--- config.mk ---
export PLATFORM = sky130hd
export DESIGN_NAME = priority_encoder_7seg_stream
export DESIGN_NICKNAME = d
export VERILOG_FILES = /design/src/rtl/priority_encoder_7seg_stream.sv
export SDC_FILE = /design/constraint.sdc
export NUM_CORES = 1
export LEC_CHECK = 0
export ABC_AREA = 1
export CAP_MARGIN = 20
export CORE_MARGIN = 5
export CORE_UTILIZATION = 50
export DETAILED_ROUTE_END_ITERATION = 10
export PLACE_DENSITY_LB_ADDON = 0.25
export SYNTH_ARGS = -nofsm -noshare
export SYNTH_HDL_FRONTEND = slang
export SYNTH_SLANG_ARGS = --single-unit
--- constraint.sdc ---
create_clock -name clk -period 3.01 [get_ports clk]
set_clock_uncertainty 0.15 [all_clocks]
set_input_delay 0.4515 -clock clk [delete_from_list [all_inputs] [get_ports clk]]
set_output_delay 0.4515 -clock clk [all_outputs]
set_load 0.005 [all_outputs]
--- src/rtl/priority_encoder_7seg_stream.sv ---
// rtl/priority_encoder_7seg_stream.sv - streaming priority encoder, one hex 7-seg beat per set bit (optional PRIO_POPCOUNT_EN)
module priority_encoder_7seg_stream #(
    parameter int WIDTH          = 8,
    parameter bit SEG_ACTIVE_LOW = 1'b0
) (
    input  logic             clk,
    input  logic             rst,
    input  logic             in_valid,
    output logic             in_ready,
    input  logic [WIDTH-1:0] in_data,
    output logic             out_valid,
    input  logic             out_ready,
    output logic [3:0]       out_index,
    output logic [6:0]       out_segments,
    output logic             out_none,
    output logic             out_last,
`ifdef PRIO_POPCOUNT_EN
    output logic [4:0]       out_remaining,
`endif
    output logic             busy
);

    // Segment value shown while idle/reset: dark on either display polarity.
    localparam logic [6:0] SEG_IDLE = SEG_ACTIVE_LOW ? 7'h7F : 7'h00;

    logic [WIDTH-1:0] pending;
    logic             capture;
    logic             accept;
    logic             advance;
    logic [WIDTH-1:0] src;
    logic [3:0]       pos;
    logic [WIDTH-1:0] rest;
    logic [6:0]       seg_raw;
    logic [6:0]       seg_drive;

    // Position of the most significant set bit; 0 for an all-zero word.
    function automatic logic [3:0] msb_pos(input logic [WIDTH-1:0] v);
        msb_pos = 4'd0;
        for (int i = 0; i < WIDTH; i++) begin
            if (v[i]) msb_pos = 4'(i);
        end
    endfunction

    // Hex digit to {g,f,e,d,c,b,a}, active-high.
    function automatic logic [6:0] hex_seg(input logic [3:0] v);
        case (v)
            4'h0: hex_seg = 7'b0111111;
            4'h1: hex_seg = 7'b0000110;
            4'h2: hex_seg = 7'b1011011;
            4'h3: hex_seg = 7'b1001111;
            4'h4: hex_seg = 7'b1100110;
            4'h5: hex_seg = 7'b1101101;
            4'h6: hex_seg = 7'b1111101;
            4'h7: hex_seg = 7'b0000111;
            4'h8: hex_seg = 7'b1111111;
            4'h9: hex_seg = 7'b1101111;
            4'hA: hex_seg = 7'b1110111;
            4'hB: hex_seg = 7'b1111100;
            4'hC: hex_seg = 7'b0111001;
            4'hD: hex_seg = 7'b1011110;
            4'hE: hex_seg = 7'b1111001;
            default: hex_seg = 7'b1110001;
        endcase
    endfunction

`ifdef PRIO_POPCOUNT_EN
    logic [4:0] remaining;

    function automatic logic [4:0] popcnt(input logic [WIDTH-1:0] v);
        popcnt = 5'd0;
        for (int i = 0; i < WIDTH; i++) begin
            popcnt = popcnt + 5'(v[i]);
        end
    endfunction

    assign out_remaining = remaining;
`endif

    // Handshake decode and next-beat computation; one encoder serves both capture and advance.
    always_comb begin
        in_ready  = !out_valid || (out_ready && out_last);
        capture   = in_valid && in_ready;
        accept    = out_valid && out_ready;
        advance   = accept && !out_last;
        src       = capture ? in_data : pending;
        pos       = msb_pos(src);
        rest      = src & ~(WIDTH'(1) << pos);
        seg_raw   = (src == '0) ? 7'h00 : hex_seg(pos);
        seg_drive = SEG_ACTIVE_LOW ? ~seg_raw : seg_raw;
        busy      = out_valid || (pending != '0);
    end

    // Beat register: capture wins over advance/final accept; a stall holds everything.
    always_ff @(posedge clk or posedge rst) begin
        if (rst) begin
            out_valid    <= 1'b0;
            out_index    <= 4'd0;
            out_segments <= SEG_IDLE;
            out_none     <= 1'b0;
            out_last     <= 1'b0;
            pending      <= '0;
`ifdef PRIO_POPCOUNT_EN
            remaining    <= 5'd0;
`endif
        end else if (capture) begin
            out_valid    <= 1'b1;
            out_index    <= pos;
            out_segments <= seg_drive;
            out_none     <= (in_data == '0);
            out_last     <= (rest == '0);
            pending      <= rest;
`ifdef PRIO_POPCOUNT_EN
            remaining    <= (in_data == '0) ? 5'd1 : popcnt(in_data);
`endif
        end else if (advance) begin
            out_index    <= pos;
            out_segments <= seg_drive;
            out_none     <= 1'b0;
            out_last     <= (rest == '0);
            pending      <= rest;
`ifdef PRIO_POPCOUNT_EN
            remaining    <= remaining - 5'd1;
`endif
        end else if (accept) begin
            out_valid    <= 1'b0;
`ifdef PRIO_POPCOUNT_EN
            remaining    <= 5'd0;
`endif
        end
    end

endmodule

==> impl_results.rst, run 1 <==
.. list-table::
   :header-rows: 1

   * - Metric
     - Value
   * - Largest net degree at the start of global routing
     - 22
   * - Per-cell routed wire length
     - 12.9 µm
   * - Static Leakage
     - ~0.82 nW
   * - Worst hold path cell count
     - 2
   * - Remaining design rule violation count
     - 0
   * - Worst hold-check path type
     - flop to flop
   * - Post-route setup TNS
     - 0 ps
   * - Clock tree from TritonCTS
     - yes
   * - Path type of the worst setup path
     - primary input to flop
   * - Net count of the finished layout
     - roughly 220
   * - Post-CTS resize count
     - 0
   * - Peak supply drop
     - 0.688 mV
   * - Routed via count
     - between 1000 and 1500
   * - Initial antenna violation count
     - 0
   * - Internal power
     - 0.961 mW
   * - Global-route wire length before repair
     - 5090 µm
   * - Post-synth cell types
     - 26
   * - Most common library cell in the layout ignoring fill and taps
     - sky130_fd_sc_hd__nand2_1
   * - Synthesis-to-finish area growth
     - 23.4%
   * - IO Pins
     - 28
   * - Kind of launch point of the worst setup path
     - primary input
   * - Num rows
     - 18
   * - Count of synthesis-stage warnings from yosys
     - 0
   * - Post-detailed-route count of antenna-violating nets
     - 0
   * - DRT iter0 DRCs
     - 33
   * - Register share of total power
     - 26.8%
   * - Overflow left after global routing
     - 0
   * - Final cycle utilization of the critical path
     - 89.1%
   * - Clock-pin slew of the registers on the worst-case setup and hold paths
     - 120 ps
   * - Via count of the first global-routing pass
     - 1208
   * - Final WS setup
     - ~330 ps
   * - Syn Area/Cell
     - 7.91 µm²
   * - Starting density of the core
     - 53.2%
   * - Status
     - complete, no violations
   * - Gate count of the mapped netlist
     - 168
   * - Die Y
     - approximately 62 µm
   * - Placeable core region
     - ~0.0025 mm²
   * - Die area
     - 0.00379 mm²
   * - Fraction of power consumed by the clock network
     - ~7.3%
   * - Post-synthesis sequential area ratio
     - around two fifths
   * - Cell depth of the worst flop-to-flop path
     - 18
   * - Final Max Slew Viols
     - 0
   * - Number of endpoints failing setup at the final stage
     - 0
   * - Highest attainable clock frequency
     - roughly 370 MHz
   * - Cts hold-fix bufs
     - 0
   * - Clock Sink Count
     - 21
   * - Count of buffers from port buffering
     - 26
   * - Total nets after synthesis
     - 187
   * - Yosys reg bits
     - 21
   * - Most frequent cells in the layout
     - sky130_fd_sc_hd__nand2_1, sky130_fd_sc_hd__clkdlybuf4s50_1, sky130_fd_sc_hd__dfrtp_1
   * - Count of buffers added by post-CTS timing repair for setup
     - 0
   * - CTS Buffer Depth
     - 2
   * - Routability congestion estimate
     - 0.856
   * - Width of the chip
     - between 60 and 70 µm
   * - Synth area leader
     - sky130_fd_sc_hd__dfrtp_1
   * - Clock latency of the later-clocked register in the worst-skew pair
     - 300 ps
   * - Shortest clock period the worst path allows after layout
     - approximately 2700 ps
   * - Place WS
     - 12.0 ps
   * - Number of diodes added for antenna fixing
     - 0
   * - Slew at the pin closest to its max-slew limit
     - just over 800 ps
   * - Data arrival time of the critical path
     - around 2700 ps
   * - Detailed placer's ending HPWL
     - 2340 µm
   * - Fraction of final layout cells sized beyond drive strength 1
     - 14.8%
   * - # H-tree levels
     - 1
   * - Switching share of total power
     - 47.7%
   * - RSZ-0062 raised after global routing
     - false
   * - Count of final hold-check violations
     - 0
   * - Maximum capacitance violations
     - 0
   * - Area of the mapped netlist
     - 0.00133 mm²
   * - Endpoint type of the worst setup path
     - flop
   * - CTS buffer count
     - 3
   * - Data required, critical path
     - just over 3000 ps
   * - Detailed Route WL
     - a little under 3000 µm
   * - Slew headroom
     - 45.0%
   * - Total global routing track utilization
     - 17.9%
   * - Clock root buffer
     - sky130_fd_sc_hd__clkbuf_4
   * - Critical-path maximum fanout
     - 13
   * - Net switching power
     - 0.876 mW
   * - Per-cell via count in the routed design
     - 4.99
   * - Yosys top cell area share
     - around 40%
   * - Synth area leaders
     - sky130_fd_sc_hd__dfrtp_1, sky130_fd_sc_hd__nand2_1, sky130_fd_sc_hd__ha_1
   * - Combinational share of power
     - 65.9%
   * - Total power density per cell area
     - 1120 mW/mm²
   * - Drt pass-1 iters
     - 4
[sequential cells by signal, indices dropped and copies added (netlist names)]
name          cells
pending           8
out_segments      7
out_index         3
out_last          1
out_none          1
out_valid         1
[metal layers]
layer | global-route usage [%] | share of wire (%) | up-vias
met5 | 0 | 0 | -
met4 | 6.67 | 2.0 | 0
met3 | 3.14 | 3.9 | 7
met2 | 31.2 | 49 | 24
met1 | 21.9 | 45 | 515
li1 | - | - | 582
[power by group through the flow]
stage	Combinational, mW	Sequential [mW]	Clock [mW]
after floorplan	0.828	0.495	0
after global placement	1.18	0.496	0
after detailed placement	1.21	0.499	0
after CTS	1.22	0.494	0.139
after global routing	1.38	0.516	0.155
final	1.21	0.492	0.135
[kinds of logic (layout without fill, tap and decap cells)]
logic type	count (synthesis)	after routing	synth area share (%)
AOI/OAI and AO/OA	24	24	11.3
adders and majority gates	7	7	6.59
buffers and inverters	26	54	8.38
DFF	21	21	39.5
other	1	1	0.282
and+or+nand+nor	89	89	33.9
[through the flow]
stage | area (µm²) | hold slack [ps] | total power [mW] | utilization [%] | cells
global route | 1640 | 396 | 2.05 | 65.6 | 226
floorplan | 1330 | 278 | 1.32 | - | 168
CTS | 1640 | 352 | 1.85 | 65.6 | 226
finish | 1640 | 346 | 1.84 | 65.6 | 226
global placement | 1610 | 315 | 1.68 | 64.5 | 222
detailed placement | 1610 | 315 | 1.71 | 64.5 | 222
[path summary, 6_finish.rpt]
path | from | slack, ps | endpoint
max | out_ready | 330 | out_last
max reg2reg | out_last | 530 | out_last
max in group asynchronous | rst | 1750 | out_index[2]
min | out_segments[1] | 350 | out_segments[1]
min reg2reg | out_segments[1] | 350 | out_segments[1]
min in group asynchronous | rst | 450 | out_segments[6]
[area by class of cell]
type	count	area, µm²
Clock buffer	4	26.3
Sequential cell	21	526
Tap cell	30	37.5
Inverter	22	82.6
Multi-Input combinational cell	121	692
Timing Repair Buffer	28	275
Fill cell	221	861
[critical path: stages]
cell and delay [ps]:
sky130_fd_sc_hd__clkdlybuf4s50_1 500, sky130_fd_sc_hd__nand2_1 100, sky130_fd_sc_hd__nand2_4 110, sky130_fd_sc_hd__nand2_4 130, sky130_fd_sc_hd__nand2_1 90, sky130_fd_sc_hd__nand2_1 160, sky130_fd_sc_hd__nor2_8 210, sky130_fd_sc_hd__inv_2 50
sky130_fd_sc_hd__o21ai_2 220, sky130_fd_sc_hd__inv_2 100, sky130_fd_sc_hd__ha_1 240, sky130_fd_sc_hd__a21oi_2 170, sky130_fd_sc_hd__nor2_1 70, sky130_fd_sc_hd__nand2_1 80, sky130_fd_sc_hd__nand2_1 60
[synthesized netlist by cell type]
library cell,count
sky130_fd_sc_hd__nand2_1,59
sky130_fd_sc_hd__dfrtp_1,21
sky130_fd_sc_hd__inv_1,15
sky130_fd_sc_hd__o21ai_0,8
sky130_fd_sc_hd__ha_1,7
sky130_fd_sc_hd__inv_2,7
sky130_fd_sc_hd__nand2_4,7
sky130_fd_sc_hd__nand3_1,7
sky130_fd_sc_hd__o21ai_1,7
sky130_fd_sc_hd__nor2_1,6
sky130_fd_sc_hd__nor4_1,3
sky130_fd_sc_hd__o21ai_2,3
sky130_fd_sc_hd__a21oi_1,2
sky130_fd_sc_hd__buf_2,2
sky130_fd_sc_hd__nand2_2,2
sky130_fd_sc_hd__nor2_8,2
sky130_fd_sc_hd__a21oi_2,1
sky130_fd_sc_hd__a31oi_2,1
sky130_fd_sc_hd__a32o_1,1
sky130_fd_sc_hd__buf_4,1
sky130_fd_sc_hd__buf_6,1
sky130_fd_sc_hd__conb_1,1
sky130_fd_sc_hd__nand3_2,1
sky130_fd_sc_hd__nand4_1,1
sky130_fd_sc_hd__nor3_1,1
sky130_fd_sc_hd__o211ai_1,1
(Power assumes the default switching activity.)
==> run 2: changes to the inputs <==
CORE_UTILIZATION = 52   (was 50)
CTS_BUF_LIST = sky130_fd_sc_hd__clkbuf_2   (was unset)
==> run 2 against run 1 <==
Global-route usage rose by 1.2 points. Register-to-register slack worse by 30 ps. Power shrank 0.53%. Clock power decreased by 11%. Routed wire length is 4.2% higher. Clock-buffer cell count shrank 1. Worst setup slack improved by 60 ps. First-iteration DRC count grew 91%.
==> impl_results.rst, run 2 (synthesis gave the netlist of run 1 again) <==
.. list-table::
   :header-rows: 1

   * - Metric
     - Value
   * - Fraction of power consumed by the clock network
     - 6.5%
   * - Met2 wirelength from detailed routing
     - roughly 1500 µm
   * - Combinational share of power
     - 66.4%
   * - Width of the chip
     - 60.6 µm
   * - Endpoint type of the worst setup path
     - flop
   * - Clock tree from TritonCTS
     - yes
   * - Global-route wire length before repair
     - 5170 µm
   * - Remaining design rule violation count
     - 0
   * - Crit Reg-Reg Startpoint
     - out_last
   * - CTS buffer count
     - 3
   * - Slew at the pin closest to its max-slew limit
     - 805 ps
   * - Total placed cells including tap cells
     - 222
   * - Path type of the worst setup path
     - primary input to flop
   * - Final cycle utilization of the critical path
     - 87.1%
   * - Most common library cell in the layout ignoring fill and taps
     - sky130_fd_sc_hd__nand2_1
   * - Data required, critical path
     - 3120 ps
   * - Per-cell via count in the routed design
     - 5.00
   * - Total power density per cell area
     - 1120 mW/mm²
   * - Largest net degree at the start of global routing
     - 22
   * - Slew headroom
     - 46.3%
   * - Register bank with the most flops
     - pending
   * - Per-cell routed wire length
     - around 13 µm
   * - Critical-path maximum fanout
     - 13
   * - Die area
     - 0.00367 mm²
   * - Post-route setup TNS
     - 0 ps
   * - Clock Sink Count
     - 21
   * - Synthesis-to-finish area growth
     - 22.9%
   * - Count of buffers from port buffering
     - 26
   * - Data arrival time of the critical path
     - between 2000 and 3000 ps
   * - # H-tree levels
     - 1
   * - Post-CTS resize count
     - 0
   * - Placeable core region
     - 0.00245 mm²
   * - Initial antenna violation count
     - 0
   * - Overflow left after global routing
     - 0
   * - Registers with the highest flip-flop counts
     - pending (8), out_segments (7), out_index (3)
   * - Highest attainable clock frequency
     - 381 MHz
   * - IO Pins
     - 28
   * - Detailed Route WL
     - 3040 µm
   * - Layout Cells excl Fill
     - between 200 and 250
   * - Routed wire length on met3
     - 180 µm
   * - Register share of total power
     - 27.1%
   * - Drt pass-1 iters
     - 4
   * - Switching share of total power
     - 48.7%
   * - Net count of the finished layout
     - 216
   * - Number of endpoints failing setup at the final stage
     - 0
   * - Fraction of final layout cells sized beyond drive strength 1
     - 15.3%
   * - Status
     - complete, no violations
   * - Final Max Slew Viols
     - 0
   * - Die Y
     - 60.6 µm
   * - Highest metal layer with signal wires
     - met4
   * - Number of diodes added for antenna fixing
     - 0
   * - Post-detailed-route count of antenna-violating nets
     - 0
   * - Routed via count
     - between 1000 and 1500
   * - Worst hold path startpoint
     - out_segments[0]
   * - Detailed placer's ending HPWL
     - 2440 µm
   * - Via count of the first global-routing pass
     - around 1100
   * - Net switching power
     - 0.890 mW
   * - Total global routing track utilization
     - 19.1%
   * - Kind of launch point of the worst setup path
     - primary input
   * - Startpoint of the worst setup timing path
     - out_ready
   * - Static Leakage
     - 0.824 nW
   * - Finished layout cell area
     - around 0.0016 mm²
   * - Count of final hold-check violations
     - 0
   * - Dpl cell area
     - 0.00161 mm²
   * - Cts hold-fix bufs
     - 0
   * - Internal power
     - about 0.94 mW
   * - DRT iter0 DRCs
     - 63
   * - Maximum capacitance violations
     - 0
   * - Wl on met1
     - 1310 µm
   * - Clock root buffer
     - sky130_fd_sc_hd__clkbuf_2
   * - RSZ-0062 raised after global routing
     - false
   * - Starting density of the core
     - 54.1%
   * - Most frequent cells in the layout
     - sky130_fd_sc_hd__nand2_1, sky130_fd_sc_hd__clkdlybuf4s50_1, sky130_fd_sc_hd__dfrtp_1
   * - Shortest clock period the worst path allows after layout
     - 2620 ps
   * - Design Power
     - 1.83 mW
   * - Count of buffers added by post-CTS timing repair for setup
     - 0
   * - Peak supply drop
     - 0.763 mV
   * - CTS Buffer Depth
     - 2
   * - Clock latency of the later-clocked register in the worst-skew pair
     - 330 ps
   * - Routability congestion estimate
     - a little over 0.9
   * - Clock-pin slew of the registers on the worst-case setup and hold paths
     - 220 ps
   * - Max reg flops
     - 8
   * - Num rows
     - 18
   * - Worst hold-check path type
     - flop to flop
[run 2: changes by cell type in the layout (fill, tap and decap cells not counted)]
| cell | change |
|---|---|
| sky130_fd_sc_hd__clkbuf_2 | +3 |
| sky130_fd_sc_hd__clkinv_2 | +1 |
| sky130_fd_sc_hd__clkbuf_4 | -3 |
| sky130_fd_sc_hd__clkbuf_1 | -1 |
[run 2: area by class of cell]
cell class	count	area [µm²]
Inverter	22	82.6
Tap cell	30	37.5
Clock inverter	1	5.00
Fill cell	222	822
Timing Repair Buffer	28	275
Multi-Input combinational cell	121	692
Sequential cell	21	526
Clock buffer	3	15.0
[run 2: worst paths after layout]
path                                   end  slack [ps]  depth (start not counted)
max                               out_last         390                         21
min                        out_segments[0]         360                          2
min in group asynchronous       pending[3]         380                          2
min reg2reg                out_segments[0]         360                          2
max reg2reg                       out_last         500                         20
max in group asynchronous     out_index[0]        1820                          2
[run 2: power by group through the flow]
stage,combinational [mW],clock (mW),sequential [mW]
after floorplan,0.828,0,0.495
after global placement,1.18,0,0.496
after detailed placement,1.22,0,0.503
after CTS,1.23,0.124,0.496
after global routing,1.36,0.140,0.514
final,1.21,0.120,0.495
[run 2: critical path: stages]
cell and delay, ps:
sky130_fd_sc_hd__clkdlybuf4s50_1 500, sky130_fd_sc_hd__nand2_1 90, sky130_fd_sc_hd__nand2_4 110, sky130_fd_sc_hd__nand2_4 130
sky130_fd_sc_hd__inv_2 120, sky130_fd_sc_hd__nand2_1 60, sky130_fd_sc_hd__nand2_1 110, sky130_fd_sc_hd__nand2_1 60
sky130_fd_sc_hd__nand2_1 70, sky130_fd_sc_hd__nand2_1 50, sky130_fd_sc_hd__nand2_1 50, sky130_fd_sc_hd__nand2_1 40
sky130_fd_sc_hd__nand2_1 170, sky130_fd_sc_hd__inv_1 120, sky130_fd_sc_hd__ha_1 230, sky130_fd_sc_hd__nand3_2 100
sky130_fd_sc_hd__nand2_1 70, sky130_fd_sc_hd__nand2_1 70, sky130_fd_sc_hd__nor2_1 40, sky130_fd_sc_hd__nand2_1 50
sky130_fd_sc_hd__nand2_1 40
[run 2: per-layer routing]
layer | GRT usage, % | vias to the layer above
met1 | 24.4 | 505
met4 | 9.60 | 0
met3 | 2.34 | 8
met5 | 0 | -
li1 | - | 583
met2 | 31.9 | 35
[run 2: stage by stage]
step | hold slack (ps) | setup WS (ps) | util, %
final | 365 | 388 | 66.5
after global routing | 410 | 198 | 66.5
after CTS | 372 | 383 | 66.5
after detailed placement | 329 | -0.675 | 65.7
after global placement | 313 | 126 | 65.7
after floorplan | 278 | 822 | -
